File: src/rtl/vm_pkg.sv
// Shared vector-memory definitions used by the operand fetch, memory unit and ALU.
// Widths, memory depth, fetch FSM state encoding and the length clamp helper.
package vm_pkg;

    localparam int WORD_W    = 24;
    localparam int ADDR_W    = 9;
    localparam int LEN_W     = 10;
    localparam int MEM_DEPTH = 512;

    typedef enum logic [1:0] {
        VOF_IDLE,
        VOF_RUN,
        VOF_FLUSH,
        VOF_DONE
    } vof_state_e;

    function automatic logic [LEN_W-1:0] clamp_len(input logic [LEN_W-1:0] len);
        return (len > LEN_W'(MEM_DEPTH)) ? LEN_W'(MEM_DEPTH) : len;
    endfunction

endpackage

File: src/rtl/vof_addr_gen.sv
// Address/count generator for vector_operand_fetch: two wrapping read pointers
// and the remaining-element counter. VOF_STRIDE_EN adds a latched 4-bit stride.
module vof_addr_gen
    import vm_pkg::*;
(
    input  logic              clk,
    input  logic              rst_n,
    input  logic              load_i,
    input  logic              step_i,
    input  logic              clr_i,
    input  logic [ADDR_W-1:0] base_a_i,
    input  logic [ADDR_W-1:0] base_b_i,
    input  logic [LEN_W-1:0]  len_i,
`ifdef VOF_STRIDE_EN
    input  logic [3:0]        stride_i,
`endif
    output logic [ADDR_W-1:0] addr1_o,
    output logic [ADDR_W-1:0] addr2_o,
    output logic [LEN_W-1:0]  remaining_o
);

    logic [ADDR_W-1:0] addr1_q, addr1_d;
    logic [ADDR_W-1:0] addr2_q, addr2_d;
    logic [LEN_W-1:0]  rem_q, rem_d;
    logic [ADDR_W-1:0] inc;

`ifdef VOF_STRIDE_EN
    logic [3:0] stride_q, stride_d;

    always_ff @(posedge clk or negedge rst_n) begin
        if (!rst_n) stride_q <= '0;
        else        stride_q <= stride_d;
    end

    assign stride_d = load_i ? stride_i : stride_q;
    assign inc      = ADDR_W'(stride_q);
`else
    assign inc      = ADDR_W'(1);
`endif

    // Pointer sums are ADDR_W wide, so 511 + inc wraps to the bottom for free.
    always_comb begin
        addr1_d = addr1_q;
        addr2_d = addr2_q;
        rem_d   = rem_q;
        if (clr_i) begin
            rem_d = '0;
        end else if (load_i) begin
            addr1_d = base_a_i;
            addr2_d = base_b_i;
            rem_d   = clamp_len(len_i);
        end else if (step_i) begin
            addr1_d = addr1_q + inc;
            addr2_d = addr2_q + inc;
            rem_d   = rem_q - LEN_W'(1);
        end
    end

    always_ff @(posedge clk or negedge rst_n) begin
        if (!rst_n) begin
            addr1_q <= '0;
            addr2_q <= '0;
            rem_q   <= '0;
        end else begin
            addr1_q <= addr1_d;
            addr2_q <= addr2_d;
            rem_q   <= rem_d;
        end
    end

    assign addr1_o     = addr1_q;
    assign addr2_o     = addr2_q;
    assign remaining_o = rem_q;

endmodule

File: src/rtl/vector_operand_fetch.sv
// Streams operand pairs from the dual-read vector memory to the vector ALU.
// Define VOF_STRIDE_EN to add the per-command stride port.
module vector_operand_fetch
    import vm_pkg::*;
(
    input  logic              clk,
    input  logic              rst_n,
    input  logic              start,
    input  logic [ADDR_W-1:0] base_a,
    input  logic [ADDR_W-1:0] base_b,
    input  logic [LEN_W-1:0]  length,
`ifdef VOF_STRIDE_EN
    input  logic [3:0]        stride,
`endif
    input  logic              abort,
    output logic              busy,
    output logic              done,
    output logic [ADDR_W-1:0] mem_addr1,
    output logic [ADDR_W-1:0] mem_addr2,
    input  logic [WORD_W-1:0] mem_data1,
    input  logic [WORD_W-1:0] mem_data2,
    output logic              out_valid,
    input  logic              out_ready,
    output logic [WORD_W-1:0] out_a,
    output logic [WORD_W-1:0] out_b,
    output logic              out_last
);

    vof_state_e        state_q, state_d;
    logic              valid_q, valid_d;
    logic              last_q, last_d;
    logic [WORD_W-1:0] a_q, a_d;
    logic [WORD_W-1:0] b_q, b_d;
    logic              cmd_load, step, clr;
    logic [LEN_W-1:0]  remaining;

    vof_addr_gen u_addr_gen (
        .clk         (clk),
        .rst_n       (rst_n),
        .load_i      (cmd_load),
        .step_i      (step),
        .clr_i       (clr),
        .base_a_i    (base_a),
        .base_b_i    (base_b),
        .len_i       (length),
`ifdef VOF_STRIDE_EN
        .stride_i    (stride),
`endif
        .addr1_o     (mem_addr1),
        .addr2_o     (mem_addr2),
        .remaining_o (remaining)
    );

    always_comb begin
        state_d  = state_q;
        valid_d  = valid_q;
        last_d   = last_q;
        a_d      = a_q;
        b_d      = b_q;
        cmd_load = 1'b0;
        step     = 1'b0;
        clr      = 1'b0;
        if (abort) begin
            state_d = VOF_IDLE;
            valid_d = 1'b0;
            last_d  = 1'b0;
            clr     = 1'b1;
        end else begin
            unique case (state_q)
                VOF_IDLE: begin
                    if (start) begin
                        cmd_load = 1'b1;
                        state_d  = (length == '0) ? VOF_DONE : VOF_RUN;
                    end
                end
                VOF_RUN: begin
                    // Output register refills whenever it is empty or being drained.
                    if (!valid_q || out_ready) begin
                        a_d     = mem_data1;
                        b_d     = mem_data2;
                        valid_d = 1'b1;
                        last_d  = (remaining == LEN_W'(1));
                        step    = 1'b1;
                        if (remaining == LEN_W'(1)) state_d = VOF_FLUSH;
                    end
                end
                VOF_FLUSH: begin
                    if (valid_q && out_ready) begin
                        valid_d = 1'b0;
                        last_d  = 1'b0;
                        state_d = VOF_DONE;
                    end
                end
                VOF_DONE: state_d = VOF_IDLE;
            endcase
        end
    end

    always_ff @(posedge clk or negedge rst_n) begin
        if (!rst_n) begin
            state_q <= VOF_IDLE;
            valid_q <= 1'b0;
            last_q  <= 1'b0;
            a_q     <= '0;
            b_q     <= '0;
        end else begin
            state_q <= state_d;
            valid_q <= valid_d;
            last_q  <= last_d;
            a_q     <= a_d;
            b_q     <= b_d;
        end
    end

    assign busy      = (state_q != VOF_IDLE);
    assign done      = (state_q == VOF_DONE);
    assign out_valid = valid_q;
    assign out_last  = last_q;
    assign out_a     = a_q;
    assign out_b     = b_q;

endmodule

File: config.mk
export PLATFORM = sky130hd
export DESIGN_NAME = vector_operand_fetch
export DESIGN_NICKNAME = d
export VERILOG_FILES = /design/src/rtl/vm_pkg.sv /design/src/rtl/vof_addr_gen.sv /design/src/rtl/vector_operand_fetch.sv
export SDC_FILE = /design/constraint.sdc
export NUM_CORES = 1
export LEC_CHECK = 0
export CORE_MARGIN = 8
export CORE_UTILIZATION = 40
export DETAILED_ROUTE_END_ITERATION = 10
export HOLD_SLACK_MARGIN = 0.05
export PLACE_DENSITY = 0.77
export SLEW_MARGIN = 20
export SYNTH_ARGS = -nofsm -noshare
export SYNTH_HDL_FRONTEND = slang
export SYNTH_HIERARCHICAL = 1
export SYNTH_SLANG_ARGS = --single-unit
File: constraint.sdc
create_clock -name clk -period 2.49 [get_ports clk]
set_clock_uncertainty 0.1 [all_clocks]
set_input_delay 0.3735 -clock clk [delete_from_list [all_inputs] [get_ports clk]]
set_output_delay 0.3735 -clock clk [all_outputs]
set_load 0.02 [all_outputs]
Yosys cells after proc, flatten, opt, wreduce, memory -nomap -nowiden
Cells that the tools add are included.
{"block": "totals", "regBits": 80, "word_cells": 64, "output_inout_bits": 70}
{"block": "op_classes", "reduce_logical": 13, "bitwise_logic": 2, "add_sub_neg": 3, "n_lt_le_gt_ge": 1, "mux": 29, "n_eq_ne": 8}
{"operator": "$mux 10", "n": 4}
{"operator": "$mux 9", "n": 4}
{"operator": "$add 9x1->9 const B", "n": 2}
{"operator": "$mux 1", "n": 12}
{"operator": "$mux 2", "n": 6}
{"operator": "$ne 3x3->1 const B", "n": 4}
{"operator": "$eq 10x1->1 const B", "n": 1}
{"operator": "$gt 10x10->1 const B", "n": 1}
{"operator": "$logic_not 10->1", "n": 1}
{"operator": "$sub 10x1->10 const B", "n": 1}
{"operator": "$pmux 2 s4", "n": 1}
{"operator": "$reduce_and 3->1", "n": 2}
{"operator": "$reduce_bool 3->1", "n": 2}
{"operator": "$eq 2x2->1 const B", "n": 2}
{"operator": "$pmux 1 s2", "n": 2}
{"operator": "$reduce_and 4->1", "n": 1}
{"operator": "$reduce_bool 2->1", "n": 2}
{"operator": "$eq 2x1->1 const B", "n": 1}
{"operator": "$logic_not 2->1", "n": 1}
{"operator": "$not 1->1", "n": 2}
{"operator": "$reduce_and 2->1", "n": 1}
{"operator": "$logic_and 1x1->1", "n": 1}
{"operator": "$logic_not 1->1", "n": 1}
{"operator": "$logic_or 1x1->1", "n": 1}

Logic depth before layout (Yosys ltp)
Gate-level depths: netlist (run 1).
{"block": "depth", "word_depth": 8, "depth_mapped": 12, "mapped_depth_nobuf": 7}

Modules after synthesis
Netlist (run 1), hierarchy kept.
{"module": "vector_operand_fetch", "seq_area_each_um2": 1301.2, "n_inst": 1, "area_each_um2": 2163.3, "cells_each": 139}
{"module": "vof_addr_gen", "seq_area_each_um2": 700.7, "n_inst": 1, "area_each_um2": 1670.4, "cells_each": 188}

Worst setup path before layout (run 1)
No wires, ideal clock.
{"block": "synth_timing", "path_kind": "reg2reg", "startpoint": "register state_q[1]", "endpoint": "register u_addr_gen.rem_q[3], in the netlist u_addr_gen/remaining_o[3]", "arrival_ps": 2316, "required_time_ps": 2291, "period_less_slack_ps": 2516, "n_path_buf": 4, "setup_slack_ps": -26, "path_stages_with_launch": 11, "path_cell_list": "dfrtp_1 > inv_1 > ha_1 > and3_1 > clkbuf_2 > buf_6 > buf_8 > buf_4 > or3b_4 > or3_1 > a311oi_1"}
{"block": "synth_between", "word_cells_on_any_way": 9, "classes_between": "eq/ne (1); mux (6); reduce/logical (2)"}
{"item": "from (decl)", "line": "vector_operand_fetch.sv:29", "rtl": "vof_state_e state_q, state_d;"}
{"item": "from (signal assigned)", "line": "vector_operand_fetch.sv:107", "rtl": "state_q <= state_d;"}
{"item": "$eq 2x1->1", "line": "vector_operand_fetch.sv:69", "rtl": "unique case (state_q)"}
{"item": "$mux 1", "line": "vector_operand_fetch.sv:69"}
{"item": "$mux 1", "line": "vector_operand_fetch.sv:63", "rtl": "if (abort) begin"}
{"item": "via step", "line": "vector_operand_fetch.sv:34", "rtl": "logic cmd_load, step, clr;"}
{"item": "$reduce_bool 3->1 (no line)"}
{"item": "to (signal assigned)", "line": "vof_addr_gen.sv:67", "rtl": "rem_q <= rem_d;"}
{"item": "to (decl)", "line": "vof_addr_gen.sv:24", "rtl": "logic [LEN_W-1:0] rem_q, rem_d;"}
The timed path passes the listed nets, and every way through them passes these cells.
A chain may end at the register's enable or synchronous reset.

Worst setup path in the final report (run 1)
{"block": "layout_timing", "startpoint": "register state_q[0]", "endpoint": "output busy"}
{"block": "layout_between", "elab_chain_len": 1}
{"item": "$reduce_bool 2->1", "line": "vector_operand_fetch.sv:115", "rtl": "assign busy = (state_q != VOF_IDLE);"}
{"item": "to (decl)", "line": "vector_operand_fetch.sv:16", "rtl": "output logic busy,"}
No other way between the ends.

==> impl_metrics.ini, run 1 <==
[final_layout]
final_util = 0.619
drive_gt1_frac = 0.191
area_growth_pct = 49.9
final_area_um2 = 5750
nets = 570
n_antenna_cell = 0

[placed_design]
hpwl_mm = 8.23
place_congestion = 0.864
io_buffer_count = 150
postPlaceCellArea_um2 = 5510

[outcome]
outcome = completed

[clocking]
clock-root-buffer = clkbuf_8
path_clk_slew_ps = 90
clk_latency_ps = 350
cts_setup_buffers = 0
cts_tree = yes
htree_levels = 3
clockBufferDepth = 2
cts_made_buffers = 9
clock_sinks = 80

[global_routing]
grt_pass1_wl_mm = 17.2
grt_remaining_overflow = 0
antenna_found_initial = 0
grt_pass1_vias = 3289
grt_usage = 0.166
grt_max_degree = 49

[sta]
period_minus_slack_ps = 2280
fin_crit_sh = 0.917
whs_ps = 409
clock.fmax_ghz = 0.438
rsz0062_at_grt = false
finalSetupTns_ps = 0
hold_viol = 0
finalMaxSlewViolations = 0
tightest_slew_ps = 660
setup_viol = 0
maxSlewHeadroom = 0.560

[pwr]
p_per_area_nw_per_um2 = 1190
clockPowerShare = 0.158
design_power_total_uw = 6860
p_leak_uw = 0.00232
power_switching_uw = 2560
power.internal_uw = 4300
pwr-share-comb = 0.502
switching_share = 0.373
p_seq_frac = 0.340
peakVddDrop_mv = 0.538

[yosys]
ys_ff_latch = 80
syn_avg_cell_area_um2 = 11.7
syn_nets = 415
synth_top_cell_by_area = dfrtp_1
synth_top_cell_area_share = 0.522
yosysWarnings = 6
syn_inst = 327
synth_cell_types = 50
synth-async-reset-ratio = 1.00
ys_seq_area_frac = 0.522
synth_most_common_cell = dfrtp_1
synthTopCellsByCount = dfrtp_1, mux2_2, a21oi_1
ys.flop_type = dfrtp_1
synth_area_leaders = dfrtp_1, mux2_2, mux2_4
syn_area_um2 = 3830
synth_edf_count = 0

[worst_setup_path]
cp-end-kind = primary output
r2r_cells = 5
arrival_ps = 1810
worstPathRequired_ps = 2020
worst-path-max-fanout = 4
rrSetupSlack_ps = 350
r2r-start = state_q[1]
critPathLaunch = state_q[0]
reg2reg_to = out_b[22]
worstSetupPathType = reg -> out
start_kind = flop

[route]
drtPass1Iterations = 4
num_vias = 3196
avgRoutedWirePerCell_um = 17.6
wirelength_mm = 10.9
drcViolationCount = 0
postRouteAntennaNets = 0
drtIter0Drc = 187
vias_per_cell = 5.19

[floorplanning]
die_y_um = 114
dieArea_um2 = 13000
die_w_um = 114
initial_core_util = 0.413
fp-row-count = 35
ios = 151
core_um2 = 9280

[min_path]
min_to = out_b[18]
holdCritStartpoint = out_b[18]
hold_depth = 1
hp-class = reg -> reg

[run]
maxCapViolCount = 0
## placed cells by master (no fill, tap or decap), types with 2 or more instances in the layout
master           count
a211oi_1             6
buf_12               2
clkbuf_8            10
mux2i_1              6
nor4_2               2
nand4_1              4
nor4_1               2
xnor2_1              6
mux2_2              43
nor2_1              13
o211ai_1             2
a311oi_1             3
nor3_1              12
nor4b_1              2
clkinv_4             2
a31oi_1              2
a21oi_1             21
or3_1                2
or2_2                2
o21ai_0              8
buf_4                9
o41a_1               2
mux2_4               9
nor3_2               2
o31ai_1              2
o21ai_1              2
nand3_1              8
ha_1                 6
dfrtp_1             80
inv_2                2
nand2_1             19
o22ai_1             13
clkdlybuf4s50_1    149
inv_1                8
a22oi_1              6
bufinv_16            2
## area by class of cell
| cell class | count | area (µm²) |
|---|---|---|
| clock buffer | 10 | 138 |
| clock inverter | 6 | 91.3 |
| fill | 773 | 3540 |
| inverter | 11 | 41.3 |
| multi-input combinational | 219 | 1700 |
| sequential | 80 | 2000 |
| tap | 129 | 161 |
| timing repair buffer | 161 | 1610 |
## what timing repair did
item / CTS / global route
resized for setup: 0 / 0
hold endpoints to repair: 35 / 0
hold buffers: 1 / 0
## critical path, cell delays in order, from the launching register on
cell and delay (ps):
dfrtp_1 390, inv_1 90, ha_1 240, inv_1 110
clkdlybuf4s50_1 630
## through the flow
stage / std cells / setup slack [ps]
finish: 616 / 207
global route: 616 / 107
CTS: 616 / 174
detailed placement: 599 / 120
global placement: 599 / 163
floorplan: 327 / 12.6
## state kept, by name, summed over array words and instances, names as in the netlist
name and count:
u_addr_gen/addr2_o 9, out_last 1, out_b 24, u_addr_gen/addr1_o 9, state_q 2, u_addr_gen/remaining_o 10, out_a 24, out_valid 1
## worst max path at each step
stage                                      endpoint  slack [ps]  depth (start not counted)
after global routing                           busy         110                          4
after floorplan           u_addr_gen/remaining_o[3]          10                         10
after CTS                                      busy         170                          4
final                                          busy         210                          4
after global placement                     out_b[6]         160                          5
after detailed placement                  out_a[12]         120                          5
## per-layer routing
layer | up-vias | wire length, µm | GRT usage
met4 | 0 | 153 | 0.0612
met3 | 12 | 886 | 0.0539
met5 | - | 0 | 0
met1 | 1527 | 5100 | 0.213
met2 | 139 | 4730 | 0.256
li1 | 1518 | - | -
## kinds of logic after synthesis
family,count (synthesis),share of synthesized area
buf+inv,28,0.0346
mux,58,0.177
xor+xnor,7,0.0160
simple gates,74,0.102
flops,80,0.522
compound gates,73,0.125
fa+ha+maj,7,0.0228
## power by group through the flow
stage | clock [µW] | combinational [µW] | sequential [µW]
after CTS | 1120 | 3480 | 2330
after global placement | 0 | 3400 | 2330
final | 1090 | 3450 | 2330
after global routing | 1160 | 3690 | 2430
after floorplan | 0 | 1300 | 2930
after detailed placement | 0 | 3460 | 2360
Power figures use the tool's default switching activity.
==> inputs of run 2 (changes only) <==
--- a/config.mk
+++ b/config.mk
@@ -9,7 +9,7 @@
 export CORE_UTILIZATION = 40
 export DETAILED_ROUTE_END_ITERATION = 10
 export HOLD_SLACK_MARGIN = 0.05
-export PLACE_DENSITY = 0.77
+export PLACE_DENSITY = 0.82
 export SLEW_MARGIN = 20
 export SYNTH_ARGS = -nofsm -noshare
 export SYNTH_HDL_FRONTEND = slang
==> run 2 against run 1 <==
Effect of this change: via count increased by 1.7%; first-iteration DRC count fell by 56%; core utilization about the same; largest cell class unchanged.
==> impl_metrics.ini, run 2 (synthesized netlist as in run 1, its figures left out) <==
[outcome]
outcome = completed

[worst_setup_path]
cpMostUsedCell = inv_1
cp_num_buf_inv = 3
crit_path_top_delay_cell = clkdlybuf4s50_1
max_stage_delay_ps = 620
worst-path-max-fanout = 4
critPathTopFamily = buffers and inverters
arrival_ps = 1780
start_kind = flop
worstSetupPathType = reg -> out
cp-end-kind = primary output
worstPathRequired_ps = 2020
crit_chain = inv_1, ha_1, inv_1, clkdlybuf4s50_1

[route]
drtIter0Drc = 82
postRouteAntennaNets = 0
wirelength_mm = 10.8
num_vias = 3249
vias_per_cell = 5.27
avgRoutedWirePerCell_um = 17.6
drcViolationCount = 0
drtPass1Iterations = 4

[sta]
maxSlewHeadroom = 0.583
hold_viol = 0
clock.fmax_ghz = 0.443
rsz0062_at_grt = false
period_minus_slack_ps = 2260
fin_crit_sh = 0.907
finalSetupTns_ps = 0
setup_viol = 0
tightest_slew_ps = 625
finalMaxSlewViolations = 0

[min_path]
hp-class = reg -> reg

[final_layout]
final_area_um2 = 5740
n_antenna_cell = 0
fill_cells = 767
final_common_cell = clkdlybuf4s50_1
nets = 571
final_util = 0.619
area_growth_pct = 49.8
final_cell_mix = clkdlybuf4s50_1, dfrtp_1, mux2_2
drive_gt1_frac = 0.191

[clocking]
htree_levels = 3
clockBufferDepth = 2
cts_setup_buffers = 0
clk_latency_ps = 340
path_clk_slew_ps = 80
clock_sinks = 80
holdBufCountCts = 1
cts_tree = yes
cts_resized = 0
cts_made_buffers = 9
clock-root-buffer = clkbuf_8

[pwr]
peakVddDrop_mv = 0.514
p_per_area_nw_per_um2 = 1190
p_leak_uw = 0.00231

[floorplanning]
die_w_um = 114
dieArea_um2 = 13000
ios = 151
fp-row-count = 35
core_um2 = 9280
die_y_um = 114
initial_core_util = 0.413

[placed_design]
postPlaceCellArea_um2 = 5510
io_buffer_count = 150
hpwl_mm = 8.39
place_congestion = 0.863

[global_routing]
grt_pass1_wl_mm = 17.0
antenna_found_initial = 0
grt_remaining_overflow = 0
grt_pass1_vias = 3295
grt_max_degree = 49
grt_usage = 0.164

[run]
maxCapViolCount = 0
[run 2: worst register-to-register path: stages (launching register included)]
cell and delay, ps:
dfrtp_1 420, inv_1 110, ha_2 220, and3_2 260, buf_4 210, nand4_1 150
buf_4 170, nor2_1 140, nor3_1 60, a311oi_1 280
[run 2: layout make-up]
class | instances | area [µm²] | share of cell area
well taps | 129 | 161 | 0.0281
repair buffers | 162 | 1620 | 0.281
inverters | 11 | 41.3 | 0.00719
multi-input cells | 219 | 1700 | 0.297
clock buffers | 10 | 138 | 0.0240
flip-flops and latches | 80 | 2000 | 0.349
clock inverters | 5 | 81.3 | 0.0142
[run 2: final timing paths]
| check | start | to | slack (ps) | cells past startpoint |
|---|---|---|---|---|
| max in group asynchronous | rst_n | out_b[8] | 1180 | 3 |
| setup reg to reg | state_q[1] | u_addr_gen/addr1_o[6] | 280 | 9 |
| hold / removal | out_a[9] | out_a[9] | 410 | 1 |
| min in group asynchronous | rst_n | out_a[16] | 490 | 2 |
| setup / recovery | state_q[0] | busy | 230 | 4 |
| hold reg to reg | out_a[9] | out_a[9] | 410 | 1 |
[run 2: metrics by stage]
stage | worst slack [ps] | std cells | hold slack [ps] | total power [µW]
finish | 232 | 616 | 406 | 6850
global route | 123 | 616 | 418 | 7240
CTS | 197 | 616 | 413 | 6930
detailed placement | 50.5 | 600 | 339 | 5860
global placement | 116 | 600 | 322 | 5740
floorplan | 12.6 | 327 | -22.1 | 4240
[run 2: layer usage]
layer / routed length, µm / vias up / global-route usage
met4: 125 / 0 / 0.0488
met5: 0 / - / 0
met1: 4590 / 1585 / 0.196
li1: - / 1519 / -
met2: 5270 / 131 / 0.280
met3: 845 / 14 / 0.0475
[run 2: power breakdown]
part           internal, µW  switching (µW)  total [µW]
combinational          1840            1620        3460
clock                   587             460        1050
sequential             1880             471        2350
